$ cat src/rtl/axis_fork_route_decoder.sv
// Purpose: decodes per-packet destination mask / fork flag from the header beat, drops zero-mask packets.
// Latency: 1 cycle from input acceptance to m_axis_tvalid; 1 beat/cycle sustained.
// Backpressure: 2-entry register slice; s_axis_tready (registered) drops the cycle after the skid fills.
module axis_fork_route_decoder #(
  parameter int DATA_WIDTH = 64,
  parameter int M_COUNT    = 3,
  parameter int MASK_LSB   = 50,
  parameter int FORK_BIT   = 53,
  parameter int CNT_WIDTH  = 16
) (
  input  logic                  clk,
  input  logic                  rst,
  input  logic [DATA_WIDTH-1:0] s_axis_tdata,
  input  logic                  s_axis_tlast,
  input  logic                  s_axis_tvalid,
  output logic                  s_axis_tready,
  output logic [DATA_WIDTH-1:0] m_axis_tdata,
  output logic                  m_axis_tlast,
  output logic                  m_axis_tvalid,
  input  logic                  m_axis_tready,
  output logic [M_COUNT-1:0]    oen,
  output logic                  fork_enable,
  output logic [CNT_WIDTH-1:0]  drop_count,
  output logic                  busy
);

  typedef enum logic [1:0] {
    ST_HEAD = 2'd0,
    ST_PASS = 2'd1,
    ST_DROP = 2'd2
  } state_t;

  localparam logic [CNT_WIDTH-1:0] CNT_MAX = '1;

  state_t                state;
  logic [M_COUNT-1:0]    pkt_mask;
  logic                  pkt_fk;

  // Skid register: holds the one beat that arrives while the output is stalled.
  logic [DATA_WIDTH-1:0] skid_dat;
  logic                  skid_last;
  logic [M_COUNT-1:0]    skid_oen;
  logic                  skid_fk;
  logic                  skid_vld;

  logic [M_COUNT-1:0]    hdr_mask;
  logic                  hdr_fk;
  logic                  in_accept;
  logic                  fwd;
  logic [M_COUNT-1:0]    beat_oen;
  logic                  beat_fk;
  logic                  out_free;
  logic                  skid_vld_nxt;

  // Header decode, forward decision and sideband selection for the beat at the input.
  always_comb begin
    hdr_mask  = s_axis_tdata[MASK_LSB +: M_COUNT];
    hdr_fk    = s_axis_tdata[FORK_BIT];
    in_accept = s_axis_tvalid && s_axis_tready;
    beat_oen  = pkt_mask;
    beat_fk   = pkt_fk;
    fwd       = 1'b0;
    case (state)
      ST_HEAD: begin
        beat_oen = hdr_mask;
        beat_fk  = hdr_fk;
        fwd      = in_accept && (hdr_mask != '0);
      end
      ST_PASS: fwd = in_accept;
      default: fwd = 1'b0;
    endcase
  end

  // The output register can take a new beat when it is empty or being consumed this cycle.
  always_comb begin
    out_free     = !m_axis_tvalid || m_axis_tready;
    skid_vld_nxt = skid_vld;
    if (out_free) begin
      skid_vld_nxt = 1'b0;
    end else if (fwd) begin
      skid_vld_nxt = 1'b1;
    end
  end

  // Packet FSM: latches the header sideband and counts dropped packets (saturating).
  always_ff @(posedge clk or posedge rst) begin
    if (rst) begin
      state      <= ST_HEAD;
      pkt_mask   <= '0;
      pkt_fk     <= 1'b0;
      drop_count <= '0;
    end else if (in_accept) begin
      case (state)
        ST_HEAD: begin
          pkt_mask <= hdr_mask;
          pkt_fk   <= hdr_fk;
          if (hdr_mask == '0) begin
            if (drop_count != CNT_MAX) begin
              drop_count <= drop_count + CNT_WIDTH'(1);
            end
            state <= s_axis_tlast ? ST_HEAD : ST_DROP;
          end else begin
            state <= s_axis_tlast ? ST_HEAD : ST_PASS;
          end
        end
        ST_PASS: if (s_axis_tlast) state <= ST_HEAD;
        ST_DROP: if (s_axis_tlast) state <= ST_HEAD;
        default: state <= ST_HEAD;
      endcase
    end
  end

  // Output register: the skid beat always drains first so ordering is preserved.
  always_ff @(posedge clk or posedge rst) begin
    if (rst) begin
      m_axis_tvalid <= 1'b0;
      m_axis_tdata  <= '0;
      m_axis_tlast  <= 1'b0;
      oen           <= '0;
      fork_enable   <= 1'b0;
    end else if (out_free) begin
      if (skid_vld) begin
        m_axis_tvalid <= 1'b1;
        m_axis_tdata  <= skid_dat;
        m_axis_tlast  <= skid_last;
        oen           <= skid_oen;
        fork_enable   <= skid_fk;
      end else if (fwd) begin
        m_axis_tvalid <= 1'b1;
        m_axis_tdata  <= s_axis_tdata;
        m_axis_tlast  <= s_axis_tlast;
        oen           <= beat_oen;
        fork_enable   <= beat_fk;
      end else begin
        m_axis_tvalid <= 1'b0;
      end
    end
  end

  // Skid register: captures a forwarded beat only while the output is stalled.
  always_ff @(posedge clk or posedge rst) begin
    if (rst) begin
      skid_vld  <= 1'b0;
      skid_dat  <= '0;
      skid_last <= 1'b0;
      skid_oen  <= '0;
      skid_fk   <= 1'b0;
    end else begin
      skid_vld <= skid_vld_nxt;
      if (!out_free && fwd) begin
        skid_dat  <= s_axis_tdata;
        skid_last <= s_axis_tlast;
        skid_oen  <= beat_oen;
        skid_fk   <= beat_fk;
      end
    end
  end

  // Registered input ready: open whenever the skid will be empty next cycle.
  always_ff @(posedge clk or posedge rst) begin
    if (rst) begin
      s_axis_tready <= 1'b0;
    end else begin
      s_axis_tready <= !skid_vld_nxt;
    end
  end

  // Busy while mid-packet at the input or holding any beat internally.
  always_comb begin
    busy = (state != ST_HEAD) || m_axis_tvalid || skid_vld;
  end

endmodule

$ cat config.mk
export PLATFORM = sky130hd
export DESIGN_NAME = axis_fork_route_decoder
export DESIGN_NICKNAME = d
export VERILOG_FILES = /design/src/rtl/axis_fork_route_decoder.sv
export SDC_FILE = /design/constraint.sdc
export NUM_CORES = 1
export LEC_CHECK = 0
export CAP_MARGIN = 15
export CORE_ASPECT_RATIO = 1.4
export CORE_UTILIZATION = 37
export DETAILED_ROUTE_END_ITERATION = 8
export SKIP_LAST_GASP = 1
export SLEW_MARGIN = 30
export SYNTH_ARGS = -nofsm -noshare
export SYNTH_HDL_FRONTEND = slang
export SYNTH_SLANG_ARGS = --single-unit
export TNS_END_PERCENT = 50
$ cat constraint.sdc
create_clock -name clk -period 8.4 [get_ports clk]
set_input_delay 2.52 -clock clk [delete_from_list [all_inputs] [get_ports clk]]
set_output_delay 2.52 -clock clk [all_outputs]
set_load 0.03 [all_outputs]
* Word level (Yosys, flattened, before mapping)
Index checks and enable logic that the tools add are counted.
** Storage, ports and cells
- Register bits after elaboration :: 163
- Output and inout port bits :: 88
- Logic and storage cells :: 58
- Bits of input ports :: 69
** Cells by class
- Eq/ne operators :: 4
- $add $sub $neg :: 1
- Reduce and logical (&&, ||, !) cells :: 18
- Multiplexer cells :: 20
** Operators with widths (number)
- 64-bit two-way mux :: 2
- 16-bit by 1-bit adder with 16-bit output (second input constant) :: 1
- 16-bit != test (second input constant) :: 1
- 1-bit two-way mux :: 10
- 3-bit two-way mux :: 3
- 2-bit two-way mux :: 3
- 2-bit case mux with 2 select lines :: 1
- 2-bit AND reduction :: 2
- 4-bit AND reduction :: 1
- 2-bit nonzero test :: 2
- 1-bit logical AND :: 3
- 1-bit logical NOT :: 3
- 3-bit logical NOT :: 1
- 1-bit logical OR :: 3
- 3-bit nonzero test :: 1
- 2-bit by 1-bit equality test with 1-bit output (second input constant) :: 1
- 2-bit equality test (second input constant) :: 1
- 2-bit logical NOT :: 1
- 2-bit by 1-bit != test with 1-bit output (second input constant) :: 1
- 1-bit case mux with 2 select lines :: 1
- 2-bit OR reduction :: 1

* Depth between registers and ports, before layout
Gate-level depths: netlist of the first run.
- Word-level depth :: 6
- Depth in mapped cells :: 9
- Depth with buffers taken out :: 6

* Least setup slack after synthesis of the first run
Ideal clock, no wire load.
- Kind :: register to output
- From :: reg skid_vld
- To :: out busy
- Slack :: 4341 ps
- Path buffers :: 4
- Arrival time :: 1539 ps
- Required time :: 5880 ps
- Cell stages (with the launch flop) :: 7
- Cell sequence :: dfrtp_1 > clkbuf_1 > clkbuf_1 > buf_2 > buf_2 > nor2_1 > nand2_1
** On the way
- Word-level cells in the longest chain between the ends :: 1
** RTL lines
- start: declaration :: line 44 : logic skid_vld;
- start signal: assignment :: line 149 : skid_vld <= skid_vld_nxt;
- 1-bit logical OR :: line 170 : busy = (state != ST_HEAD) || m_axis_tvalid || skid_vld;
- end: declaration :: line 24 : output logic busy
Every way passes these cells.

* Worst setup path after layout of the first run
- From :: in s_axis_tdata[50]
- To :: reg m_axis_tdata[51]
** On the way
- Word-level cells in the longest chain between the ends :: 5
** RTL lines
- start: declaration :: line 13 : input logic [DATA_WIDTH-1:0] s_axis_tdata,
- 3-bit nonzero test :: line 67 : fwd = in_accept && (hdr_mask != '0);
- 1-bit logical AND :: line 67
- 1-bit case mux with 2 select lines :: line 63 : case (state)
- 2-bit nonzero test (no source line)
- 2-bit AND reduction (no source line)
- end signal: assignment :: line 124 : m_axis_tdata <= skid_dat;
- end signal: assignment :: line 130 : m_axis_tdata <= s_axis_tdata;
- end: declaration :: line 17 : output logic [DATA_WIDTH-1:0] m_axis_tdata,
Every way passes these cells.
A chain may end at the register's enable or synchronous reset.

==> results of run 1 <==
-- worst max path at each step --
stage,from,endpoint,slack [ns],depth (start not counted)
2_1_floorplan,rst,drop_count[0],1.48,1
3_3_place_gp,s_axis_tdata[50],m_axis_tdata[19],2.83,6
3_5_place_dp,s_axis_tdata[50],m_axis_tdata[51],2.75,6
4_1_cts,s_axis_tdata[50],m_axis_tdata[51],3.19,6
5_1_grt,s_axis_tdata[50],m_axis_tdata[51],3.02,6
6_report,s_axis_tdata[50],m_axis_tdata[51],3.25,6
-- metal layers --
layer | up-vias | GRT usage (%) | routed length (um)
li1 | 2066 | - | -
met1 | 2291 | 18.8 | 6230
met2 | 121 | 29.2 | 8080
met3 | 14 | 5.41 | 1000
met4 | 0 | 5.98 | 160
met5 | - | 0 | 0
-- worst max-delay path, cell delays in order --
cell             delay, ns
clkdlybuf4s50_1       0.51
o31a_2                0.43
o21a_1                0.22
o21ai_4               0.61
buf_4                 0.70
mux2_2                0.41
-- power by group through the flow --
stage	logic (uW)	registers [uW]	clock network, uW
floorplan	678	1670	0
global placement	1560	1340	0
detailed placement	1590	1360	0
CTS	1590	1350	869
global route	1670	1390	902
finish	1560	1340	845
-- area by class of cell --
| class | instances | area [um2] |
|---|---|---|
| repair buffers | 161 | 1600 |
| clock buffers | 18 | 439 |
| flip-flops and latches | 163 | 4080 |
| inverters | 5 | 26.3 |
| fillers | 1681 | 9130 |
| clock inverters | 13 | 206 |
| multi-input cells | 301 | 2960 |
| well taps | 244 | 305 |
-- registers in the layout, indices dropped and copies added (netlist names) --
name,flops
state,2
m_axis_tlast,1
m_axis_tdata,64
pkt_mask,3
skid_last,1
drop_count,16
pkt_fk,1
s_axis_tready,1
skid_oen,3
fork_enable,1
skid_fk,1
skid_vld,1
oen,3
m_axis_tvalid,1
skid_dat,64
-- metrics by stage --
step                      instance area (um2)  utilization, %  setup slack [ns]  hold slack (ns)  power, uW
after floorplan                          7150               -              1.48            0.450       2350
after global placement                   8970            47.8              2.83            0.464       2890
after detailed placement                 8970            47.8              2.75            0.471       2950
after CTS                                9620            51.3              3.19            0.485       3810
after global routing                     9620            51.3              3.02            0.511       3960
final                                    9620            51.3              3.25            0.483       3750
-- synth_stat cells --
library cell and number:
or4_4 1, buf_4 2, or3_1 1, nor2_1 5, nor4b_2 1, and3_1 2, dfrtp_1 163, mux2_2 204
nand4b_1 1, clkbuf_1 8, nor3b_1 1, o211ai_2 1, xor2_1 8, nand2_1 17, nand4_1 7, ha_1 3
or3_4 1, nor2b_1 1, inv_1 5, o31a_2 1, nor4_1 2, nand2b_1 1, and2_1 1, xnor2_1 7
nor4b_1 1, o21ai_0 12, buf_2 14, o21ai_2 1, nand3_1 9, o21a_1 1, and4_1 2, nor4_2 1
nor3_1 4, mux2i_1 4
-- cell usage in the layout (no fill, tap or decap), drive strengths merged, types with 2 or more instances in the layout --
cell type and n:
nor3 4, nor4 3, and3 2, clkinv 4
nor2 5, clkinvlp 2, buf 5, and4 2
clkbuf 18, mux2 204, xnor2 7, o21ai 13
inv 7, nand3 9, nand4 7, xor2 8
ha 3, clkdlybuf4s50 156, dfrtp 163, nor4b 2
mux2i 4, or3 2, bufinv 5, nand2 17
-- kinds of logic (layout without fill, tap and decap cells) --
kind of cell               after synthesis  after routing
xor gates and xnor gates                15             15
DFF                                    163            163
and+or+nand+nor                         59             59
AOI/OAI and AO/OA                       16             16
muxes                                  208            208
adders and majority gates                3              3
buffers and inverters                   29            197
==> reports/qor.yml, run 1 <==
route:
  vias: 4492
  drc_errors: 0
  via_per_inst: 4.96
  avgRoutedWirePerCell_um: 17.1
  wirelength_mm: 15.5
  drt_iter0_drc: 143
  ant_nets: 0
  drtPass1Iterations: 4
logic_synthesis:
  synth_top_area_share_pct: 57.0
  netlist_instances: 493
  synth-compound-area-share_pct: 1.38
  synth_top_family_by_area: "multiplexers"
  yosysTopAreaCell: "dfrtp_1"
  synth_nets: 565
  yosys.area_share.simple_pct: 4.67
  synth-xor-area-share_pct: 1.84
  yosysUniqueCellTypes: 34
  ys_seq_area_share_pct: 57.0
  syn-mean-instance-area_um2: 14.5
  ys_seq_elements: 163
  netlist_area_um2: 7150
  synthAdderAreaFrac_pct: 0.525
  ys_warn_count: 0
  synth.area.mux_share_pct: 32.7
  synth.area.top_cells: "dfrtp_1 (57%), mux2_2 (32%), buf_2 (0.98%)"
floorplan:
  die-height_um: 167
  die_x_um: 120
  std_cell_rows: 59
  initial_core_util_pct: 38.1
  ioPinCount: 157
  core_um2: 18800
  die-area_um2: 19900
cts:
  hold_buffers: 0
  cts_buffers: 17
  clkSinkCount: 163
  clock_path_buffers: 2
  htree_num_levels: 4
  cts-resized-gates: 0
  postCtsSetupBuffers: 0
  cts_tree: "yes"
  clkLatencyLatePin_ns: 0.42
  cts-root-buf: "clkbuf_16"
  cts.clk_slew.worst_paths_ns: 0.06
global_routing:
  track_usage_pct: 16.7
  grt-ovfl-total: 0
  grt_antenna_before_repair: 0
  grt_max_degree: 106
  grt_pass1_vias: 5005
  grt_pass1_wl_mm: 25.9
layout:
  diodes: 0
  drive_gt1_share_pct: 37.7
  area_delta_synth_final_pct: 34.5
  final_cells: 905
  fin_nets: 721
place:
  hpwl_mm: 10.1
  port_buffers: 156
  dpl.cell_count: 874
  gp_congestion: 0.756
sta:
  fmax_mhz: 194
  slew_headroom_pct: 48.8
  tns_ns: 0
  worstMarginPinSlew_ns: 0.765
  post-route-min-period_ns: 5.15
  fin_skew_ns: 0.00698
  slew_viol_final: 0
  setup_viol_count_final: 0
  final-hold-violation-count: 0
  period_share_pct: 61.3
  rsz0062_at_grt: "false"
setup_path:
  path_max_fanout: 48
  r2r_start: "state[0]"
  cp-start-kind: "primary input"
  rrSetupSlack_ns: 5.32
  setup.worst_path.end_class: "flop"
  cp_data_arrival_time_ns: 5.44
  required_ns: 8.69
  r2r_end: "m_axis_tdata[51]"
  critPathKind: "in -> reg"
  ff2ff_path_depth: 7
flow_run:
  cap_violations: 0
power:
  swShare_pct: 33.9
  p_switching_uw: 1270
  p_int_uw: 2480
  p_leak_uw: 0.00399
  vdd_drop_max_mv: 0.187
  combPwrFrac_pct: 41.7
  power_frac_clock_pct: 22.5
  p_per_area_nw_per_um2: 390
  p_seq_share_pct: 35.8
min_path:
  min_path_type: "reg -> reg"
  hold_depth: 2
  hp-start: "skid_fk"
  holdPathEnd: "skid_fk"
outcome:
  status: "finished clean"
Note: power is estimated with default switching activity, not from simulation.
==> run 2, diff against run 1 <==
==> constraint.sdc (replaced) <==
create_clock -name clk -period 4.55 [get_ports clk]
set_input_delay 1.365 -clock clk [delete_from_list [all_inputs] [get_ports clk]]
set_output_delay 1.365 -clock clk [all_outputs]
set_load 0.03 [all_outputs]
==> run 2 against run 1 <==
  * Sequential share of layout area increased by 0.25 points
  * Critical path depth down 2
  * Clock-buffer cell count is 5 higher
  * Global-route usage is 0.060 points lower
  * Via count grew 1.7%
  * Combinational power rose by 87%
  * Clock skew shrank 0.00098 ns
  * Worst setup slack worse by 2.1 ns
  * First-iteration DRC count is 4.2% lower
  * Highest routed layer unchanged
==> reports/qor.yml, run 2 (synthesis gave the netlist of run 1 again) <==
setup_path:
  slowest_delay_ns: 0.62
  critPathKind: "reg -> out"
  cp_cell_sequence: "inv_1 > ha_1 > nand2_1 > clkdlybuf4s50_1"
  cp_num_buf_inv: 2
  path_max_fanout: 8
  cp_data_arrival_time_ns: 2.01
  setup.worst_path.end_class: "output port"
  required_ns: 3.18
  critPathTopFamily: "buffers and inverters"
  cp-start-kind: "flop"
  slowest_stage: "clkdlybuf4s50_1"
route:
  via_per_inst: 5.05
  vias: 4570
  ant_nets: 0
  avgRoutedWirePerCell_um: 17.2
  drc_errors: 0
  drtPass1Iterations: 4
  drt_iter0_drc: 137
  wirelength_mm: 15.6
sta:
  fin_skew_ns: 0.00600
  worstMarginPinSlew_ns: 0.760
  post-route-min-period_ns: 3.37
  period_share_pct: 74.2
  final-hold-violation-count: 0
  setup_viol_count_final: 0
  slew_headroom_pct: 48.9
  rsz0062_at_grt: "false"
  slew_viol_final: 0
  tns_ns: 0
  fmax_mhz: 296
  layout_setup_ws_ns: 1.18
floorplan:
  core_um2: 18800
  initial_core_util_pct: 38.1
  std_cell_rows: 59
  ioPinCount: 157
  die-area_um2: 19900
  die_x_um: 120
  die-height_um: 167
power:
  vdd_drop_max_mv: 0.341
  power_uw: 6720
  p_leak_uw: 0.00396
  p_per_area_nw_per_um2: 702
global_routing:
  grt_antenna_before_repair: 0
  grt-ovfl-total: 0
  grt_pass1_vias: 5040
  grt_pass1_wl_mm: 25.9
  track_usage_pct: 16.6
  grt_max_degree: 77
place:
  gp_congestion: 0.738
  hpwl_mm: 10.5
  port_buffers: 156
  dpl.cell_count: 877
  place_ws_ns: 0.932
layout:
  area_delta_synth_final_pct: 33.7
  layout_commonest_cell: "mux2_2"
  reg_top3: "m_axis_tdata (64), skid_dat (64), drop_count (16)"
  layout_common_cells: "mux2_2 (204), dfrtp_1 (162), clkdlybuf4s50_1 (156), nand2_1 (17), clkbuf_16 (17)"
  nFillCells: 1663
  diodes: 0
  final_cells: 905
  fin_nets: 724
  drive_gt1_share_pct: 37.2
cts:
  postCtsSetupBuffers: 0
  cts-root-buf: "clkbuf_16"
  cts-resized-gates: 0
  clkSinkCount: 163
  cts_tree: "yes"
  hold_buffers: 0
  cts_buffers: 17
  cts.clk_slew.worst_paths_ns: 0.06
  htree_num_levels: 4
  clkLatencyLatePin_ns: 0.42
  clock_path_buffers: 2
outcome:
  status: "finished clean"
flow_run:
  cap_violations: 0
min_path:
  min_path_type: "reg -> reg"
## run 2: final cells by class
type                    count  area [um2]  area share (%)
repair buffers            164        1660            17.4
well taps                 244         305            3.19
clock buffers              23         478            5.00
multi-input cells         301        2960            30.9
inverters                   5        22.5           0.236
flip-flops and latches    163        4080            42.7
clock inverters             5        55.1           0.576
## run 2: routing by layer
layer / up-vias / part of all wire [%] / global-route usage (%) / wire (um)
met5: - / 0 / 0 / 0
met4: 0 / 1.3 / 5.76 / 199
met3: 15 / 6.5 / 6.13 / 1020
met2: 126 / 51 / 27.7 / 7990
met1: 2347 / 41 / 19.6 / 6390
li1: 2082 / - / - / -
## run 2: final timing paths
path,cells past startpoint,to,startpoint,slack (ns)
max in group asynchronous,3,drop_count[14],rst,2.51
min in group asynchronous,2,skid_dat[48],rst,1.27
setup reg to reg,6,drop_count[14],state[0],2.15
hold reg to reg,2,skid_oen[0],skid_oen[0],0.48
setup / recovery,4,busy,state[0],1.18
hold / removal,2,skid_oen[0],skid_oen[0],0.48
## run 2: through the flow
| stage | area [um2] | utilization (%) | hold slack [ns] |
|---|---|---|---|
| 2_1_floorplan | 7160 | - | 0.450 |
| 3_3_place_gp | 9020 | 48.1 | 0.464 |
| 3_5_place_dp | 9030 | 48.2 | 0.472 |
| 4_1_cts | 9560 | 51.0 | 0.485 |
| 5_1_grt | 9560 | 51.0 | 0.512 |
| 6_report | 9560 | 51.0 | 0.480 |
## run 2: tightest hold or removal path: stages, from the launching register on
cell     delay, ns
dfrtp_1       0.34
nand2_1       0.04
o21ai_0       0.06
## run 2: report_power, final
group	internal [uW]	switching, uW	total (uW)
Combinational	1480	1430	2920
Clock	782	539	1320
Sequential	2130	349	2480
